--- src/rtl/dmem_pkg.sv ---
// Shared state encoding and default widths for the data memory controller.
package dmem_pkg;

  localparam int DMEM_DATA_W = 12;
  localparam int DMEM_ADDR_W = 12;
  localparam int DMEM_DEPTH  = 256;
  localparam int DMEM_BUS_W  = 17;

  typedef enum logic [1:0] {
    ST_RUN      = 2'd0,
    ST_DONE     = 2'd1,
    ST_HOST_ACC = 2'd2
  } dmem_state_e;

endpackage

--- src/rtl/dmem_ram.sv ---
// Single-port synchronous RAM, write-first, no reset on the array so it maps
// onto block RAM.
module dmem_ram #(
  parameter int DATA_W = 12,
  parameter int DEPTH  = 256,
  parameter int IDX_W  = 8
) (
  input  logic              clk,
  input  logic              we,
  input  logic [IDX_W-1:0]  addr,
  input  logic [DATA_W-1:0] wdata,
  output logic [DATA_W-1:0] rdata
);

  logic [DATA_W-1:0] mem [DEPTH];

  // Write-first port: a write also forwards the new word to the read register.
  always_ff @(posedge clk) begin
    if (we) begin
      mem[addr] <= wdata;
      rdata     <= wdata;
    end else begin
      rdata <= mem[addr];
    end
  end

endmodule

--- src/rtl/data_mem_ctrl.sv ---
// Data memory controller: processor access while the program runs, then
// single-word host access until the host restarts the program.
module data_mem_ctrl
  import dmem_pkg::*;
#(
  parameter int DATA_W = DMEM_DATA_W,
  parameter int ADDR_W = DMEM_ADDR_W,
  parameter int DEPTH  = DMEM_DEPTH,
  parameter int BUS_W  = DMEM_BUS_W
) (
  input  logic              clk,
  input  logic              rst,
  input  logic              dm_en,
  input  logic [ADDR_W-1:0] ar_in,
  input  logic [BUS_W-1:0]  bus_in,
  input  logic              end_process,
  output logic [DATA_W-1:0] dm_out,
  input  logic              host_req,
  input  logic              host_we,
  input  logic [ADDR_W-1:0] host_addr,
  input  logic [DATA_W-1:0] host_wdata,
  input  logic              host_go,
  output logic [DATA_W-1:0] host_rdata,
  output logic              host_ack,
  output logic              host_busy,
  output logic [15:0]       wr_count
);

  localparam int IDX_W = (DEPTH > 1) ? $clog2(DEPTH) : 1;
  localparam logic [ADDR_W:0] DEPTH_L = (ADDR_W + 1)'(DEPTH);

  dmem_state_e state, state_nxt;

  logic              proc_in_range, host_in_range, proc_wr;
  logic              ram_we;
  logic [IDX_W-1:0]  ram_addr;
  logic [DATA_W-1:0] ram_wdata, ram_rdata;

  logic              lat_we, lat_in_range;
  logic [IDX_W-1:0]  lat_idx;
  logic [DATA_W-1:0] lat_wdata;

  logic              dm_valid;
  logic [DATA_W-1:0] dm_hold;
  logic              unused_bus;

  assign unused_bus    = ^bus_in[BUS_W-1:DATA_W];
  assign proc_in_range = ({1'b0, ar_in} < DEPTH_L);
  assign host_in_range = ({1'b0, host_addr} < DEPTH_L);
  assign proc_wr       = (state == ST_RUN) && dm_en && proc_in_range;
  assign host_busy     = (state != ST_DONE);

  // State register.
  always_ff @(posedge clk) begin
    if (rst) state <= ST_RUN;
    else     state <= state_nxt;
  end

  // Next state; host_req wins over host_go in DONE.
  always_comb begin
    state_nxt = state;
    case (state)
      ST_RUN:      if (end_process) state_nxt = ST_DONE;
      ST_DONE:     if (host_req) state_nxt = ST_HOST_ACC;
                   else if (host_go) state_nxt = ST_RUN;
      ST_HOST_ACC: state_nxt = ST_DONE;
      default:     state_nxt = ST_RUN;
    endcase
  end

  // RAM port mux. In DONE the host address is read speculatively so the read
  // word is already on ram_rdata during HOST_ACC.
  always_comb begin
    ram_addr  = ar_in[IDX_W-1:0];
    ram_wdata = bus_in[DATA_W-1:0];
    ram_we    = 1'b0;
    case (state)
      ST_RUN:      ram_we = proc_wr;
      ST_DONE:     ram_addr = host_addr[IDX_W-1:0];
      ST_HOST_ACC: begin
        ram_addr  = lat_idx;
        ram_wdata = lat_wdata;
        ram_we    = lat_we && lat_in_range;
      end
      default:     ram_we = 1'b0;
    endcase
    if (rst) ram_we = 1'b0;
  end

  dmem_ram #(
    .DATA_W (DATA_W),
    .DEPTH  (DEPTH),
    .IDX_W  (IDX_W)
  ) u_ram (
    .clk    (clk),
    .we     (ram_we),
    .addr   (ram_addr),
    .wdata  (ram_wdata),
    .rdata  (ram_rdata)
  );

  // Capture the host request when it is accepted.
  always_ff @(posedge clk) begin
    if (state == ST_DONE && host_req) begin
      lat_we       <= host_we;
      lat_in_range <= host_in_range;
      lat_idx      <= host_addr[IDX_W-1:0];
      lat_wdata    <= host_wdata;
    end
  end

  // Host acknowledge and read data, registered out of HOST_ACC.
  always_ff @(posedge clk) begin
    if (rst) begin
      host_ack   <= 1'b0;
      host_rdata <= '0;
    end else begin
      host_ack <= (state == ST_HOST_ACC);
      if (state == ST_HOST_ACC && !lat_we)
        host_rdata <= lat_in_range ? ram_rdata : '0;
    end
  end

  // Processor read path: RAM output while the last access was an in-range
  // RUN read, otherwise a held value (zero after an out-of-range address).
  always_ff @(posedge clk) begin
    if (rst) begin
      dm_valid <= 1'b0;
      dm_hold  <= '0;
    end else begin
      dm_valid <= (state == ST_RUN) && proc_in_range;
      dm_hold  <= (state == ST_RUN && !proc_in_range) ? '0 : dm_out;
    end
  end

  assign dm_out = dm_valid ? ram_rdata : dm_hold;

  // Saturating count of accepted processor writes, cleared on restart.
  always_ff @(posedge clk) begin
    if (rst) begin
      wr_count <= '0;
    end else if (state == ST_RUN) begin
      if (proc_wr && wr_count != 16'hFFFF) wr_count <= wr_count + 16'd1;
    end else if (state == ST_DONE && !host_req && host_go) begin
      wr_count <= '0;
    end
  end

endmodule

--- config.mk ---
export PLATFORM = sky130hd
export DESIGN_NAME = data_mem_ctrl
export DESIGN_NICKNAME = d
export VERILOG_FILES = /design/src/rtl/dmem_pkg.sv /design/src/rtl/dmem_ram.sv /design/src/rtl/data_mem_ctrl.sv
export SDC_FILE = /design/constraint.sdc
export NUM_CORES = 2
export LEC_CHECK = 0
export CORE_ASPECT_RATIO = 0.5
export CORE_MARGIN = 3
export CORE_UTILIZATION = 50
export CTS_CLUSTER_DIAMETER = 80
export DETAILED_ROUTE_END_ITERATION = 12
export PLACE_DENSITY = 0.66
export SLEW_MARGIN = 30
export SYNTH_ARGS = -nofsm -noshare
export SYNTH_HDL_FRONTEND = slang
export SYNTH_SLANG_ARGS = --single-unit
--- constraint.sdc ---
create_clock -name clk -period 4.8 [get_ports clk]
set_input_delay 0.96 -clock clk [delete_from_list [all_inputs] [get_ports clk]]
set_output_delay 0.96 -clock clk [all_outputs]
set_load 0.03 [all_outputs]
==> flow_metrics.py <==
metrics = {
    "drt": {
        "drc": 0,
        "wl_met2_mm": 149.8,
        "avgViaCountPerCell": 6.264,
        "routed.top_layer": "met5",
        "wl_per_cell_um": 31.50,
        "first_iter_violations": 8968,
        "postRouteAntennaNets": 0,
        "met1Wirelength_mm": 125.7,
        "wl_met3_mm": 34.86,
        "drt_pass1_iterations": 8,
        "num_vias": 63760,
        "totalWireLength_mm": 320.7,
    },
    "worst_hold_path": {
        "hp-class": "reg2reg",
    },
    "cells_and_area": {
        "finish.instance_area_um2": 143700,
        "fillers": 16710,
        "nets": 6817,
        "fin_cells": 10180,
        "layout-drive-gt1-share_pct": 29.54,
        "synthToLayoutAreaGrowth_pct": 17.73,
    },
    "floorplanning": {
        "die_h_um": 355.4,
        "boundaryPins": 102,
        "dieArea_um2": 250500,
        "initial_core_util_pct": 50.61,
        "core-area_um2": 241200,
        "rows": 127,
        "die_w_um": 704.8,
    },
    "yosys": {
        "synth.ff_latch_count": 3146,
        "yosys-top-cells-area": "edfxtp_1 (76%), mux4_2 (11%), mux2i_1 (3.9%), a22oi_1 (1.4%), nor2_1 (1.0%)",
        "synth.avg_cell_area_um2": 20.66,
        "ys_seq_area_share_pct": 76.95,
        "syn_nets": 5974,
        "synth_area_leader_cell": "edfxtp_1",
        "netlist_area_um2": 122100,
        "ys.warnings.count": 0,
        "synth-edff-count": 3094,
        "synthCells": 5909,
        "synth_top_flop_cell": "edfxtp_1",
        "synthDistinctLibCells": 71,
        "synth_top_cell_area_share_pct": 76.10,
        "async_flop_share_pct": 0,
    },
    "critical_path": {
        "start_kind": "register",
        "worstPathArrival_ns": 4.07,
        "cp_max_fo": 18,
        "crit_required_ns": 3.84,
        "critPathKind": "reg2out",
        "endpoint_kind": "output pin",
    },
    "pwr": {
        "power_density_nw_per_um2": 467.6,
        "peakVddDrop_uv": 322.1,
        "power_w": 0.06721,
        "leakage_nw": 46.83,
    },
    "sta": {
        "slew_headroom_pct": 29.35,
        "tightest_slew_ns": 1.055,
        "setup_viol": 11,
        "fin_skew_ns": 0.06622,
        "hold_viol_final": 0,
        "finalCritPeriodShare_pct": 104.7,
        "rsz0062_at_grt": "true",
        "final.min_clock_period_ns": 5.026,
        "fmax_mhz": 199.0,
        "setup_ws_ns": -0.2263,
        "slew_violations": 0,
    },
    "clock_network": {
        "htreeDepth": 5,
        "cts_tree": "done",
        "clk_pin_slew_ns": 0.07,
        "cts_root_buf": "clkbuf_16",
        "clock_path_buffers": 4,
        "cts_buffers": 277,
        "clock_latency_ns": 0.87,
        "cts_sinks": 3146,
    },
    "status": {
        "outcome": "complete, but fails checks",
        "violations": "negative setup slack",
    },
    "global_route": {
        "grt_max_degree": 120,
        "grt_usage_pct": 25.24,
        "grt_pass1_vias": 63550,
        "grt_overflow_total": 0,
        "grt_pass1_wl_mm": 456.2,
        "grt_antenna_before_repair": 12,
    },
    "placement": {
        "placed_cells": 9528,
        "dp_slack_ns": 0.1528,
        "numPortBuffers": 96,
        "placed_area_um2": 131000,
        "gp_congestion": 0.9288,
        "place_hpwl_mm": 195.1,
    },
    "flow_run": {
        "drv_cap": 0,
    },
}
repair_timing:
action | in CTS | in global routing
endpoints found under the setup margin | 12 | 12
gates cloned | 27 | 7
resized for setup | 265 | 133
buffers inserted | 71 | 70
hold buffers | 0 | 0
pin swaps | 60 | 70
flip-flops by register name (all words and copies together) (netlist names), named ones only:
| signal | cells |
|---|---|
| dm_hold | 12 |
| dm_valid | 1 |
| host_ack | 1 |
| host_rdata | 12 |
| lat_idx | 8 |
| lat_in_range | 1 |
| lat_wdata | 12 |
| lat_we | 1 |
| state | 2 |
| u_ram.mem | 3072 |
| wr_count | 16 |
worst max-delay path, cell delays in order (launching register included):
cell       delay (ns)
dfxtp_2          0.42
inv_2            0.20
buf_4            0.38
nor2_1           0.14
buf_12           0.20
a32o_2           0.30
a2111oi_4        0.41
nand4_1          0.44
nand3_1          0.25
mux2i_1          0.11
buf_4            0.20
buf_12           0.13
per-stage QoR:
stage	util (%)	setup TNS [ns]	hold WS, ns
floorplan	-	0	0.4519
global placement	54.30	0	0.4676
detailed placement	54.30	0	0.4702
CTS	59.07	-1.447	0.4881
global route	59.58	-1.851	0.4984
finish	59.59	-1.166	0.4818
report_power, final:
group / total, W / internal, W / switching, W
clock network: 0.0221 / 0.0124 / 0.00976
logic: 0.0146 / 0.00638 / 0.00825
registers: 0.0305 / 0.0304 / 0.0000626
final cells by class:
cell class	instances	area [um2]	share of cell area [%]
Inverter	16	62.56	0.04353
Timing Repair Buffer	910	9405	6.544
Sequential cell	3146	93970	65.38
Clock buffer	344	7426	5.166
Tap cell	3225	4035	2.807
Multi-Input combinational cell	2401	27480	19.12
Antenna cell	3	7.507	0.005223
Clock inverter	134	1348	0.9375
cells in the mapped netlist (all sizes together), types with 3 or more instances:
cell type,number
edfxtp,3094
mux4,584
mux2i,480
nor2,333
buf,234
a22oi,231
clkbuf,114
nand2,107
nand3,95
a21oi,67
dfxtp,52
o21ai,48
nor2b,46
a211oi,45
o211ai,45
a221oi,29
nand4,29
o221ai,28
nor3,25
mux2,23
nor4,18
a22o,17
a31oi,16
inv,14
and2,12
o22ai,12
a21o,10
nand2b,10
and3,9
xor2,9
a32oi,8
a2111oi,7
o2111ai,7
or2,7
and4,5
ha,5
nand3b,5
or3,5
xnor2,4
a32o,3
a41oi,3
nor4b,3
cell usage in the layout (no fill, tap or decap), drive strengths merged, types with 10 or more instances in the layout:
master / synthesis / final
edfxtp: 3094 / 3094
buf: 234 / 807
mux4: 584 / 584
mux2i: 480 / 480
clkbuf: 114 / 351
nor2: 333 / 333
a22oi: 231 / 231
nand2: 107 / 107
nand3: 95 / 95
clkinv: 2 / 92
clkdlybuf4s50: 0 / 84
a21oi: 67 / 67
dfxtp: 52 / 52
o21ai: 48 / 48
nor2b: 46 / 46
o211ai: 45 / 45
a211oi: 45 / 45
nand4: 29 / 29
a221oi: 29 / 29
o221ai: 28 / 28
bufinv: 0 / 25
nor3: 25 / 25
inv: 14 / 24
mux2: 23 / 23
nor4: 18 / 18
a22o: 17 / 17
a31oi: 16 / 16
and2: 12 / 14
bufbuf: 0 / 12
o22ai: 12 / 12
a21o: 10 / 10
nand2b: 10 / 10
worst paths after layout:
check	slack, ns	to	cells after the start	startpoint
setup / recovery	-0.23	dm_out[10]	11	register
hold / removal	0.48	host_rdata[3]	1	host_rdata[3]
setup reg to reg	0.86	u_ram.mem[91][4]	10	state[0]
hold reg to reg	0.48	host_rdata[3]	1	host_rdata[3]
routing by layer:
metal	vias up	global-route usage, %
met5	-	0
met4	2	7.473
met3	581	5.783
met2	3526	39.47
met1	33440	35.93
li1	26220	-
cell families after synthesis:
| group | synth area share (%) |
|---|---|
| AO/OA/AOI/OAI | 3.458 |
| AND/OR/NAND/NOR | 2.723 |
| flip-flops | 76.95 |
| buffers and inverters | 1.802 |
| adder cells (fa/ha/maj) | 0.05124 |
| XOR/XNOR | 0.09326 |
| multiplexers | 14.92 |
Power figures use the tool's default switching activity.
